**src/rtl/rom_prefetch_unit.sv**
```systemverilog
// Sequential instruction prefetcher: streams ROM words into a small FIFO behind a valid/ready port.
// Optional FETCH_COUNT_EN macro adds a saturating word_count output (pops since last accepted start).
module rom_prefetch_unit #(
    parameter int ADDR_W    = 32,
    parameter int DATA_W    = 32,
    parameter int DEPTH     = 4,
    parameter int ROM_WORDS = 1024
) (
    input  logic              clka,
    input  logic              rsta_n,
    input  logic              start,
    input  logic [ADDR_W-1:0] start_addr,
    input  logic              stop,
    output logic              rom_en,
    output logic [ADDR_W-1:0] rom_addr,
    input  logic [DATA_W-1:0] rom_dout,
    output logic              out_valid,
    input  logic              out_ready,
    output logic [DATA_W-1:0] out_data,
    output logic [ADDR_W-1:0] out_addr,
    output logic              busy,
    output logic              err_misalign
`ifdef FETCH_COUNT_EN
    ,
    output logic [31:0]       word_count
`endif
);

    localparam int BYTES = DATA_W / 8;
    localparam int PTR_W = $clog2(DEPTH);
    localparam int CNT_W = PTR_W + 1;
    localparam logic [ADDR_W-1:0] STEP       = ADDR_W'(BYTES);
    localparam logic [ADDR_W-1:0] ROM_END    = ADDR_W'(ROM_WORDS * BYTES);
    localparam logic [ADDR_W-1:0] ALIGN_MASK = ADDR_W'(BYTES - 1);

    typedef enum logic {
        S_IDLE  = 1'b0,
        S_FETCH = 1'b1
    } state_t;

    state_t              r_state;
    state_t              w_state_next;
    logic [ADDR_W-1:0]   r_pc;
    logic [ADDR_W-1:0]   w_pc_next;
    logic                r_inflight;
    logic                r_discard;
    logic [ADDR_W-1:0]   r_inflight_addr;
    logic [DATA_W-1:0]   r_fifo_data [DEPTH];
    logic [ADDR_W-1:0]   r_fifo_addr [DEPTH];
    logic [PTR_W-1:0]    r_wptr;
    logic [PTR_W-1:0]    r_rptr;
    logic [CNT_W-1:0]    r_count;
    logic                r_err;

    logic                w_aligned;
    logic                w_start_ok;
    logic                w_pop;
    logic                w_push;
    logic                w_issue;
    logic [CNT_W:0]      w_occ;
    logic [CNT_W:0]      w_limit;
    logic [ADDR_W-1:0]   w_pc_inc;

    assign w_aligned  = (start_addr & ALIGN_MASK) == '0;
    assign w_start_ok = start & w_aligned;
    assign w_pop      = out_valid & out_ready;
    // A start flushes the FIFO on the same edge, so the word landing then is dropped too.
    assign w_push     = r_inflight & ~r_discard & ~w_start_ok;

    // count + inflight - pop < DEPTH, rearranged to avoid an unsigned underflow.
    assign w_occ   = {1'b0, r_count} + (CNT_W+1)'(r_inflight);
    assign w_limit = (CNT_W+1)'(DEPTH) + (CNT_W+1)'(w_pop);
    assign w_issue = (r_state == S_FETCH) && (w_occ < w_limit);

    assign w_pc_inc = r_pc + STEP;

    assign rom_en       = w_issue;
    assign rom_addr     = r_pc;
    assign out_valid    = (r_count != '0);
    assign out_data     = r_fifo_data[r_rptr];
    assign out_addr     = r_fifo_addr[r_rptr];
    assign busy         = (r_state == S_FETCH) | r_inflight;
    assign err_misalign = r_err;

    always_comb begin
        w_state_next = r_state;
        w_pc_next    = r_pc;
        if (w_start_ok) begin
            w_state_next = S_FETCH;
            w_pc_next    = start_addr;
        end else begin
            if (r_state == S_FETCH && stop) begin
                w_state_next = S_IDLE;
            end
            if (w_issue) begin
                w_pc_next = (w_pc_inc == ROM_END) ? '0 : w_pc_inc;
            end
        end
    end

    always_ff @(posedge clka or negedge rsta_n) begin
        if (!rsta_n) begin
            r_state         <= S_IDLE;
            r_pc            <= '0;
            r_inflight      <= 1'b0;
            r_discard       <= 1'b0;
            r_inflight_addr <= '0;
            r_err           <= 1'b0;
        end else begin
            r_state    <= w_state_next;
            r_pc       <= w_pc_next;
            r_inflight <= w_issue;
            // A read issued in the same cycle as an accepted start belongs to the old stream.
            r_discard  <= w_start_ok;
            r_err      <= start & ~w_aligned;
            if (w_issue) begin
                r_inflight_addr <= r_pc;
            end
        end
    end

    always_ff @(posedge clka or negedge rsta_n) begin
        if (!rsta_n) begin
            r_wptr  <= '0;
            r_rptr  <= '0;
            r_count <= '0;
        end else if (w_start_ok) begin
            r_wptr  <= '0;
            r_rptr  <= '0;
            r_count <= '0;
        end else begin
            if (w_push) begin
                r_wptr <= r_wptr + PTR_W'(1);
            end
            if (w_pop) begin
                r_rptr <= r_rptr + PTR_W'(1);
            end
            r_count <= r_count + CNT_W'(w_push) - CNT_W'(w_pop);
        end
    end

    generate
        for (genvar gi = 0; gi < DEPTH; gi++) begin : g_entry
            always_ff @(posedge clka or negedge rsta_n) begin
                if (!rsta_n) begin
                    r_fifo_data[gi] <= '0;
                    r_fifo_addr[gi] <= '0;
                end else if (w_push && r_wptr == PTR_W'(gi)) begin
                    r_fifo_data[gi] <= rom_dout;
                    r_fifo_addr[gi] <= r_inflight_addr;
                end
            end
        end
    endgenerate

`ifdef FETCH_COUNT_EN
    logic [31:0] r_word_count;

    always_ff @(posedge clka or negedge rsta_n) begin
        if (!rsta_n) begin
            r_word_count <= '0;
        end else if (w_start_ok) begin
            r_word_count <= '0;
        end else if (w_pop && r_word_count != '1) begin
            r_word_count <= r_word_count + 32'd1;
        end
    end

    assign word_count = r_word_count;
`endif

endmodule

```
**config.mk**
```make
export PLATFORM = sky130hd
export DESIGN_NAME = rom_prefetch_unit
export DESIGN_NICKNAME = d
export VERILOG_FILES = /design/src/rtl/rom_prefetch_unit.sv
export SDC_FILE = /design/constraint.sdc
export NUM_CORES = 1
export LEC_CHECK = 0
export ABC_AREA = 0
export CORE_UTILIZATION = 45
export CTS_BUF_LIST = sky130_fd_sc_hd__clkbuf_4 sky130_fd_sc_hd__clkbuf_8
export CTS_CLUSTER_SIZE = 24
export DETAILED_ROUTE_END_ITERATION = 8
export PLACE_DENSITY = 0.64
export SLEW_MARGIN = 20
export SYNTH_ARGS = -nofsm -noshare
export SYNTH_HDL_FRONTEND = slang
export SYNTH_SLANG_ARGS = --single-unit
```
**constraint.sdc**
```tcl
create_clock -name clka -period 6.95 [get_ports clka]
set_input_delay 2.085 -clock clka [delete_from_list [all_inputs] [get_ports clka]]
set_output_delay 2.085 -clock clka [all_outputs]
set_load 0.01 [all_outputs]
```
==> metrics.csv, run 1 <==
stage,metric,value,unit
setup_path,worst path buffer plus inverter count,3,
sta,final hold vios,0,
logic_synthesis,"Async S/R FF share, synth",100,%
setup_path,Worst Setup End Kind,primary output,
logic_synthesis,Synth area leaders,"dfrtp_1 (55%), mux2_2 (19%), mux4_2 (9.5%)",
logic_synthesis,most common cell in the synthesized netlist,dfrtp_1,
sta,Rel. slew slack,23.3,%
logic_synthesis,"EDFF count, synth",0,
power,Clk network pwr share,22.3,%
floorplanning,die outline height,185,µm
route,drt via density,5.50,
sta,fmax,173,MHz
logic_synthesis,ys flop type,dfrtp_1,
grt,GRT Residual Overflow,0,
setup_path,"slowest stage delay, CP",0.56,ns
floorplanning,# IOs,169,
floorplanning,# rows,66,
grt,GRT Total Usage,21.2,%
route,post-route ant nets,0,
clocking,hold buffer count at cts,0,
clocking,Clock Path Buffers,3,
sta,TNS Setup,0,ns
setup_path,Setup crit start,out_ready,
setup_path,critical path class,in -> out,
power,LEAKAGE,8.14,nW
finish,Layout fillers,2730,
sta,final setup fails,0,
setup_path,CP Data Arrival Time,3.68,ns
clocking,CTS buffer count,56,
finish,Multi-input gate area,0.00658,mm²
route,Routed WL,34.7,mm
finish,Antenna Cells,0,
clocking,clock latency on the worst-skew pair,0.59,ns
setup_path,CP Launch Type,input pin,
sta,Clock Skews,0.0273,ns
route,# DRC,0,
setup_path,R2R setup slack,4.03,ns
run,max cap viols,0,
clocking,CTS H-tree lvls,2,
finish,Register Area,0.00829,mm²
route,via count,9660,
logic_synthesis,syn avg cell area,13.6,µm²
power,Comb pwr share,35.6,%
power,Power Density,444,mW/mm²
setup_path,Crit path depth,7,
route,Starting DRT DRC Count,467,
logic_synthesis,Commonest cells post-synth,"dfrtp_1 (331), mux2_2 (257), nand2_1 (141)",
setup_path,critical path peak fanout,4,
power,Seq pwr share,42.1,%
logic_synthesis,warning count from the yosys run,0,
sta,Max Slew Vio Count,0,
logic_synthesis,sequential-to-total area share from yosys stat,54.7,%
sta,PnR worst setup slack,1.18,ns
sta,min Tclk post-route,5.77,ns
floorplanning,starting density of the core,46.2,%
setup_path,WP data required,4.87,ns
logic_synthesis,syn nets,1196,
clocking,CTS tree,built,
placement,GPL Wtd Cong,0.818,
logic_synthesis,Synth area leader,dfrtp_1,
power,Switch Pwr,2.57,mW
setup_path,FF-to-FF End,rom_addr[12]$_DFFE_PN0P_,
floorplanning,Die W,185,µm
power,switching fraction of total power,31.4,%
finish,Area growth syn-to-layout,21.8,%
clocking,# Post-CTS Setup Buffers,0,
power,post-layout power,8.19,mW
floorplanning,die area,0.0344,mm²
route,DR pass1 iterations,5,
finish,share of cells above drive strength 1,34.5,%
grt,vias in the first global route,10300,
placement,Detail Placement HPWL,20.4,mm
min_path,Hold Crit Class,reg -> reg,
setup_path,Reg2Reg Launch Point,rom_addr[3]$_DFFE_PN0P_,
placement,Placement Setup Slack,1.16,ns
floorplanning,core area,0.0328,mm²
logic_synthesis,post-synth top area share,54.7,%
logic_synthesis,post-synthesis sequential element count,331,
clocking,CTS sink cnt,331,
sta,final cycle utilization of the critical path,83.0,%
sta,Slew @ Worst Pin,1.15,ns
power,P_int,5.62,mW
setup_path,critical path's top delay family,buffers and inverters,
clocking,Worst-path clk slew,0.05,ns
route,Avg WL per Cell,19.8,µm
setup_path,critical-path cell list,clkdlybuf4s50_1 > o31a_1 > nand2_1 > nand2_1 > nand3_2 > inv_1 > clkdlybuf4s50_1,
clocking,Post-CTS Resized,0,
clocking,Clock Tree Root,clkbuf_8,
grt,initial antenna violation count,0,
min_path,hold path cells,1,
placement,Port Buf Inserts,168,
sta,RSZ-0062 raised after global routing,false,
setup_path,Worst path slowest cell,clkdlybuf4s50_1,
logic_synthesis,Netlist Area Pre-Place,0.0151,mm²
finish,fin nets,1355,
setup_path,Critical Path End,rom_en,
logic_synthesis,Cells after Synth,1115,
grt,first-pass GRT wire length,56.5,mm
setup_path,Register-to-Register Path Depth,9,
power,VDD IR-drop max,0.183,mV
outcome,run status,"finished, final reports clean",
grt,largest net degree at the start of global routing,136,
logic_synthesis,Netlist cell types,57,
-- worst reg2reg max path, stage by stage, from the launching register on --
cell and delay, ns:
dfrtp_1 0.52, ha_1 0.28, nand3_2 0.23, nor4_4 0.57, a22o_1 0.22, o2111ai_1 0.11, nor4_2 0.35, a31oi_2 0.20
a32oi_1 0.25, o21ai_1 0.09
-- placed cells by master, fill, tap and decap left out, drive strengths merged, types with 3 or more instances in the layout --
cell           count
ha                11
a31oi             12
clkbuf            93
or4                4
dfrtp            331
mux4              64
o21ai             20
or3                4
xnor2             21
nand3             30
nand4             15
inv                9
mux2i              3
nor2              32
and2               6
xor2               9
nand2            141
clkinv             3
nor3               8
buf               10
or2                3
mux2             257
clkdlybuf4s50    167
and3               6
a21oi              8
and4               3
nor2b              3
nor4              14
-- through the flow --
stage          hold slack (ns)  area, µm²  std cells  util, %
4_1_cts                  0.500      18400       1756     56.1
6_report                 0.498      18400       1756     56.2
2_1_floorplan            0.474      15100       1115        -
5_1_grt                  0.508      18400       1756     56.2
3_5_place_dp             0.487      17200       1658     52.5
3_3_place_gp             0.482      17200       1658     52.5
-- power groups by stage --
stage                     registers (mW)  logic, mW  clock network (mW)
after global routing                3.59       3.17                1.97
after detailed placement            3.49       2.94                   0
final                               3.45       2.92                1.82
after floorplan                     3.09       2.02                   0
after global placement              3.45       2.89                   0
after CTS                           3.46       2.96                1.88
-- cell families (layout without fill, tap and decap cells) --
family	after synthesis	after routing	share of synthesized area, %
compound gates	56	56	2.41
xor+xnor	30	30	1.74
fa+ha+maj	12	12	1.04
buf+inv	85	284	2.22
flops	331	331	54.7
mux	324	324	28.8
simple gates	277	277	9.03
-- state kept, by name, indices dropped and copies added (netlist names), 2 cells and up --
name / flops
r_fifo_addr: 128
r_inflight_addr: 32
r_fifo_data: 128
r_rptr: 2
r_count: 3
r_wptr: 2
rom_addr: 32
-- layer usage --
layer	wire (µm)	global-route usage, %	vias to the layer above
met1	16300	29.8	5007
met3	1650	3.93	51
li1	-	-	4367
met4	577	5.82	0
met5	0	0	-
met2	16200	33.5	235
-- layout make-up --
type / instances / share of cell area (%)
multi-input cells: 699 / 35.7
well taps: 442 / 3.00
repair buffers: 177 / 9.58
inverters: 9 / 0.183
flip-flops and latches: 331 / 45.0
clock inverters: 5 / 0.163
clock buffers: 93 / 6.40
-- worst min-delay path by stage --
| stage | startpoint | to |
|---|---|---|
| finish | r_fifo_data[17]$_DFFE_PN0P_ | r_fifo_data[17]$_DFFE_PN0P_ |
| global placement | r_fifo_addr[28]$_DFFE_PN0P_ | r_fifo_addr[28]$_DFFE_PN0P_ |
| global route | r_fifo_data[61]$_DFFE_PN0P_ | r_fifo_data[61]$_DFFE_PN0P_ |
| floorplan | r_fifo_addr[32]$_DFFE_PN0P_ | r_fifo_addr[32]$_DFFE_PN0P_ |
| CTS | r_fifo_addr[45]$_DFFE_PN0P_ | r_fifo_addr[45]$_DFFE_PN0P_ |
| detailed placement | r_fifo_addr[45]$_DFFE_PN0P_ | r_fifo_addr[45]$_DFFE_PN0P_ |
No activity file was read; power rests on OpenSTA's default activity.
==> run 2: changes to the inputs <==
clock period = 5.49 ns   (was 6.95 ns; I/O delays follow)
==> metrics.csv, run 2 (synthesized netlist as in run 1, its figures left out) <==
stage,metric,value,unit,change
route,drt via density,5.50,,about the same
floorplanning,die area,0.0344,mm²,unchanged
power,LEAKAGE,8.15,nW,+0.15%
route,Routed WL,34.5,mm,-0.69%
sta,final cycle utilization of the critical path,89.1,%,
finish,Antenna Cells,0,,unchanged
setup_path,critical path class,in -> out,,
sta,final setup fails,0,,unchanged
min_path,min-delay src,r_fifo_addr[35]$_DFFE_PN0P_,,
setup_path,critical path peak fanout,4,,unchanged
sta,fmax,204,MHz,
clocking,CTS tree,built,,
finish,Finished Layout Cells,1756,,unchanged
floorplanning,Die W,185,µm,unchanged
sta,hold_ws,0.499,ns,+0.000512 ns
clocking,CTS H-tree lvls,2,,unchanged
finish,fin nets,1363,,+0.59%
setup_path,CP Launch Type,input pin,,
finish,"commonest cells after routing, fill and taps aside","dfrtp_1 (329), mux2_2 (257), clkdlybuf4s50_1 (167), nand2_1 (137), clkbuf_8 (68)",,
clocking,hold buffer count at cts,0,,unchanged
floorplanning,# rows,66,,unchanged
floorplanning,core area,0.0328,mm²,unchanged
setup_path,worst path buffer plus inverter count,3,,unchanged
route,via count,9657,,-0.031%
placement,Port Buf Inserts,168,,unchanged
power,switching fraction of total power,31.4,%,about the same
placement,Inst Count DP,1665,,+0.42%
route,Starting DRT DRC Count,448,,-4.1%
power,VDD IR-drop max,0.221,mV,+21%
power,P_int,7.02,mW,+25%
power,Switch Pwr,3.21,mW,+25%
grt,largest net degree at the start of global routing,116,,-15%
sta,Max Slew Vio Count,0,,unchanged
setup_path,critical path's top delay family,buffers and inverters,,
setup_path,R2R setup slack,2.49,ns,-1.54 ns
setup_path,Worst path slowest cell,clkdlybuf4s50_1,,
floorplanning,starting density of the core,46.2,%,unchanged
setup_path,WP data required,3.84,ns,-1.03 ns
placement,Placement Setup Slack,0.593,ns,-0.570 ns
setup_path,Register-to-Register Path Depth,9,,unchanged
finish,Multi-input gate area,0.00655,mm²,-0.44%
run,max cap viols,0,,unchanged
grt,first-pass GRT wire length,55.6,mm,-1.5%
clocking,# Post-CTS Setup Buffers,0,,unchanged
finish,Largest regs,"r_fifo_addr x128, r_fifo_data x128",,
clocking,Clock Path Buffers,3,,unchanged
clocking,Post-CTS Resized,0,,unchanged
grt,GRT Total Usage,20.9,%,-0.30 points
clocking,Worst-path clk slew,0.06,ns,about the same
clocking,clock latency on the worst-skew pair,0.59,ns,about the same
min_path,Hold Crit Class,reg -> reg,,
grt,gr busiest metal,met2,,
setup_path,critical-path cell list,clkdlybuf4s50_1 > o31a_1 > nand2_1 > nand2_1 > nand3_2 > inv_1 > clkdlybuf4s50_1,,
sta,PnR worst setup slack,0.596,ns,-0.588 ns
finish,share of cells above drive strength 1,34.4,%,-0.076 points
clocking,CTS buffer count,57,,+1.8%
clocking,Clock Tree Root,clkbuf_8,,
power,Clk network pwr share,21.4,%,-0.9 points
finish,Area growth syn-to-layout,21.4,%,
grt,GRT Residual Overflow,0,,unchanged
outcome,run status,"finished, final reports clean",,
grt,met2 Use GR,31.7,%,-1.8 points
route,Avg WL per Cell,19.6,µm,-0.69%
min_path,WHS Endpoint,r_fifo_addr[35]$_DFFE_PN0P_,,
grt,vias in the first global route,9960,,-3.0%
power,Power Density,557,mW/mm²,+25%
setup_path,FF-to-FF End,rom_addr[3]$_DFFE_PN0P_,,
setup_path,Worst Setup End Kind,primary output,,
placement,GPL Wtd Cong,0.776,,-5.1%
clocking,CTS sink cnt,331,,unchanged
finish,"most common cell after layout, fill and taps aside",dfrtp_1,,
power,Comb pwr share,36.2,%,+0.6 points
min_path,hold path cells,1,,unchanged
sta,min Tclk post-route,4.89,ns,
finish,Register Area,0.00829,mm²,unchanged
grt,GR Util met1,29.9,%,+0.056 points
placement,Detail Placement HPWL,20.9,mm,+2.6%
sta,Clock Skews,0.0323,ns,+0.00503 ns
grt,GRT met3 Usage,4.48,%,+0.55 points
floorplanning,# IOs,169,,unchanged
route,post-route ant nets,0,,unchanged
sta,Slew @ Worst Pin,1.10,ns,-0.0466 ns
setup_path,CP Data Arrival Time,3.25,ns,-0.43 ns
sta,final hold vios,0,,unchanged
sta,RSZ-0062 raised after global routing,false,,
sta,Rel. slew slack,26.4,%,+3.1 points
power,Seq pwr share,42.4,%,+0.3 points
grt,initial antenna violation count,1,,+1
setup_path,Reg2Reg Launch Point,rom_addr[2]$_DFFE_PN0P_,,
finish,Layout fillers,2742,,+0.44%
floorplanning,die outline height,185,µm,unchanged
route,# DRC,0,,unchanged
setup_path,"slowest stage delay, CP",0.55,ns,about the same
route,DR pass1 iterations,5,,unchanged
sta,TNS Setup,0,ns,unchanged
-- run 2: cell count changes in the layout (fill, tap and decap cells not counted) --
cell / delta
nor2_2: -1
clkbuf_8: -9
clkbuf_4: +4
buf_12: +1
clkinv_2: -2
nor2_1: +1
nand2_4: +3
nand2_8: -3
buf_4: +6
-- run 2: worst reg2reg max path: cells and delay by family, from the launching register on --
kind	cells	cell delay [ns]
AND/OR/NAND/NOR	5	1.44
adder cells (fa/ha/maj)	1	0.28
flip-flops	1	0.52
AO/OA/AOI/OAI	2	0.48
XOR/XNOR	1	0.16
-- run 2: metal layers --
layer | share of wire (%) | vias up
met2 | 45 | 282
met4 | 2.2 | 2
met3 | 5.9 | 61
met5 | 0.049 | -
li1 | - | 4372
met1 | 46 | 4940
-- run 2: cell type report --
type,count,area share [%]
flip-flops and latches,331,45.1
multi-input cells,699,35.7
repair buffers,184,9.97
clock buffers,88,5.91
well taps,442,3.01
inverters,9,0.184
clock inverters,3,0.109
-- run 2: power by group through the flow --
stage               Clock, mW  Combinational (mW)  Sequential [mW]
floorplan                   0                2.56             3.91
global placement            0                3.68             4.34
detailed placement          0                3.75             4.39
CTS                      2.24                3.76             4.35
global route             2.36                4.03             4.51
finish                   2.19                3.71             4.34
-- run 2: worst max-delay path by stage --
stage	slack [ns]	start	endpoint	cells after the start
2_1_floorplan	0.97	out_ready	rom_en	7
3_3_place_gp	0.59	out_ready	rom_en	7
3_5_place_dp	0.59	out_ready	rom_en	7
4_1_cts	0.58	out_ready	rom_en	7
5_1_grt	0.49	out_ready	rom_en	7
6_report	0.60	out_ready	rom_en	7
-- run 2: metrics by stage --
step                      util (%)  area (µm²)  power (mW)
final                         56.0       18400        10.2
after CTS                     56.0       18400        10.4
after global placement        52.7       17300        8.02
after global routing          56.0       18400        10.9
after detailed placement      52.7       17300        8.13
after floorplan                  -       15100        6.47
==> run 3: changes to the inputs <==
SKIP_CTS_REPAIR_TIMING = 1   (was unset)
==> results of run 3 <==
Same layout as run 2: the final DEF is identical, and so are final timing and power.
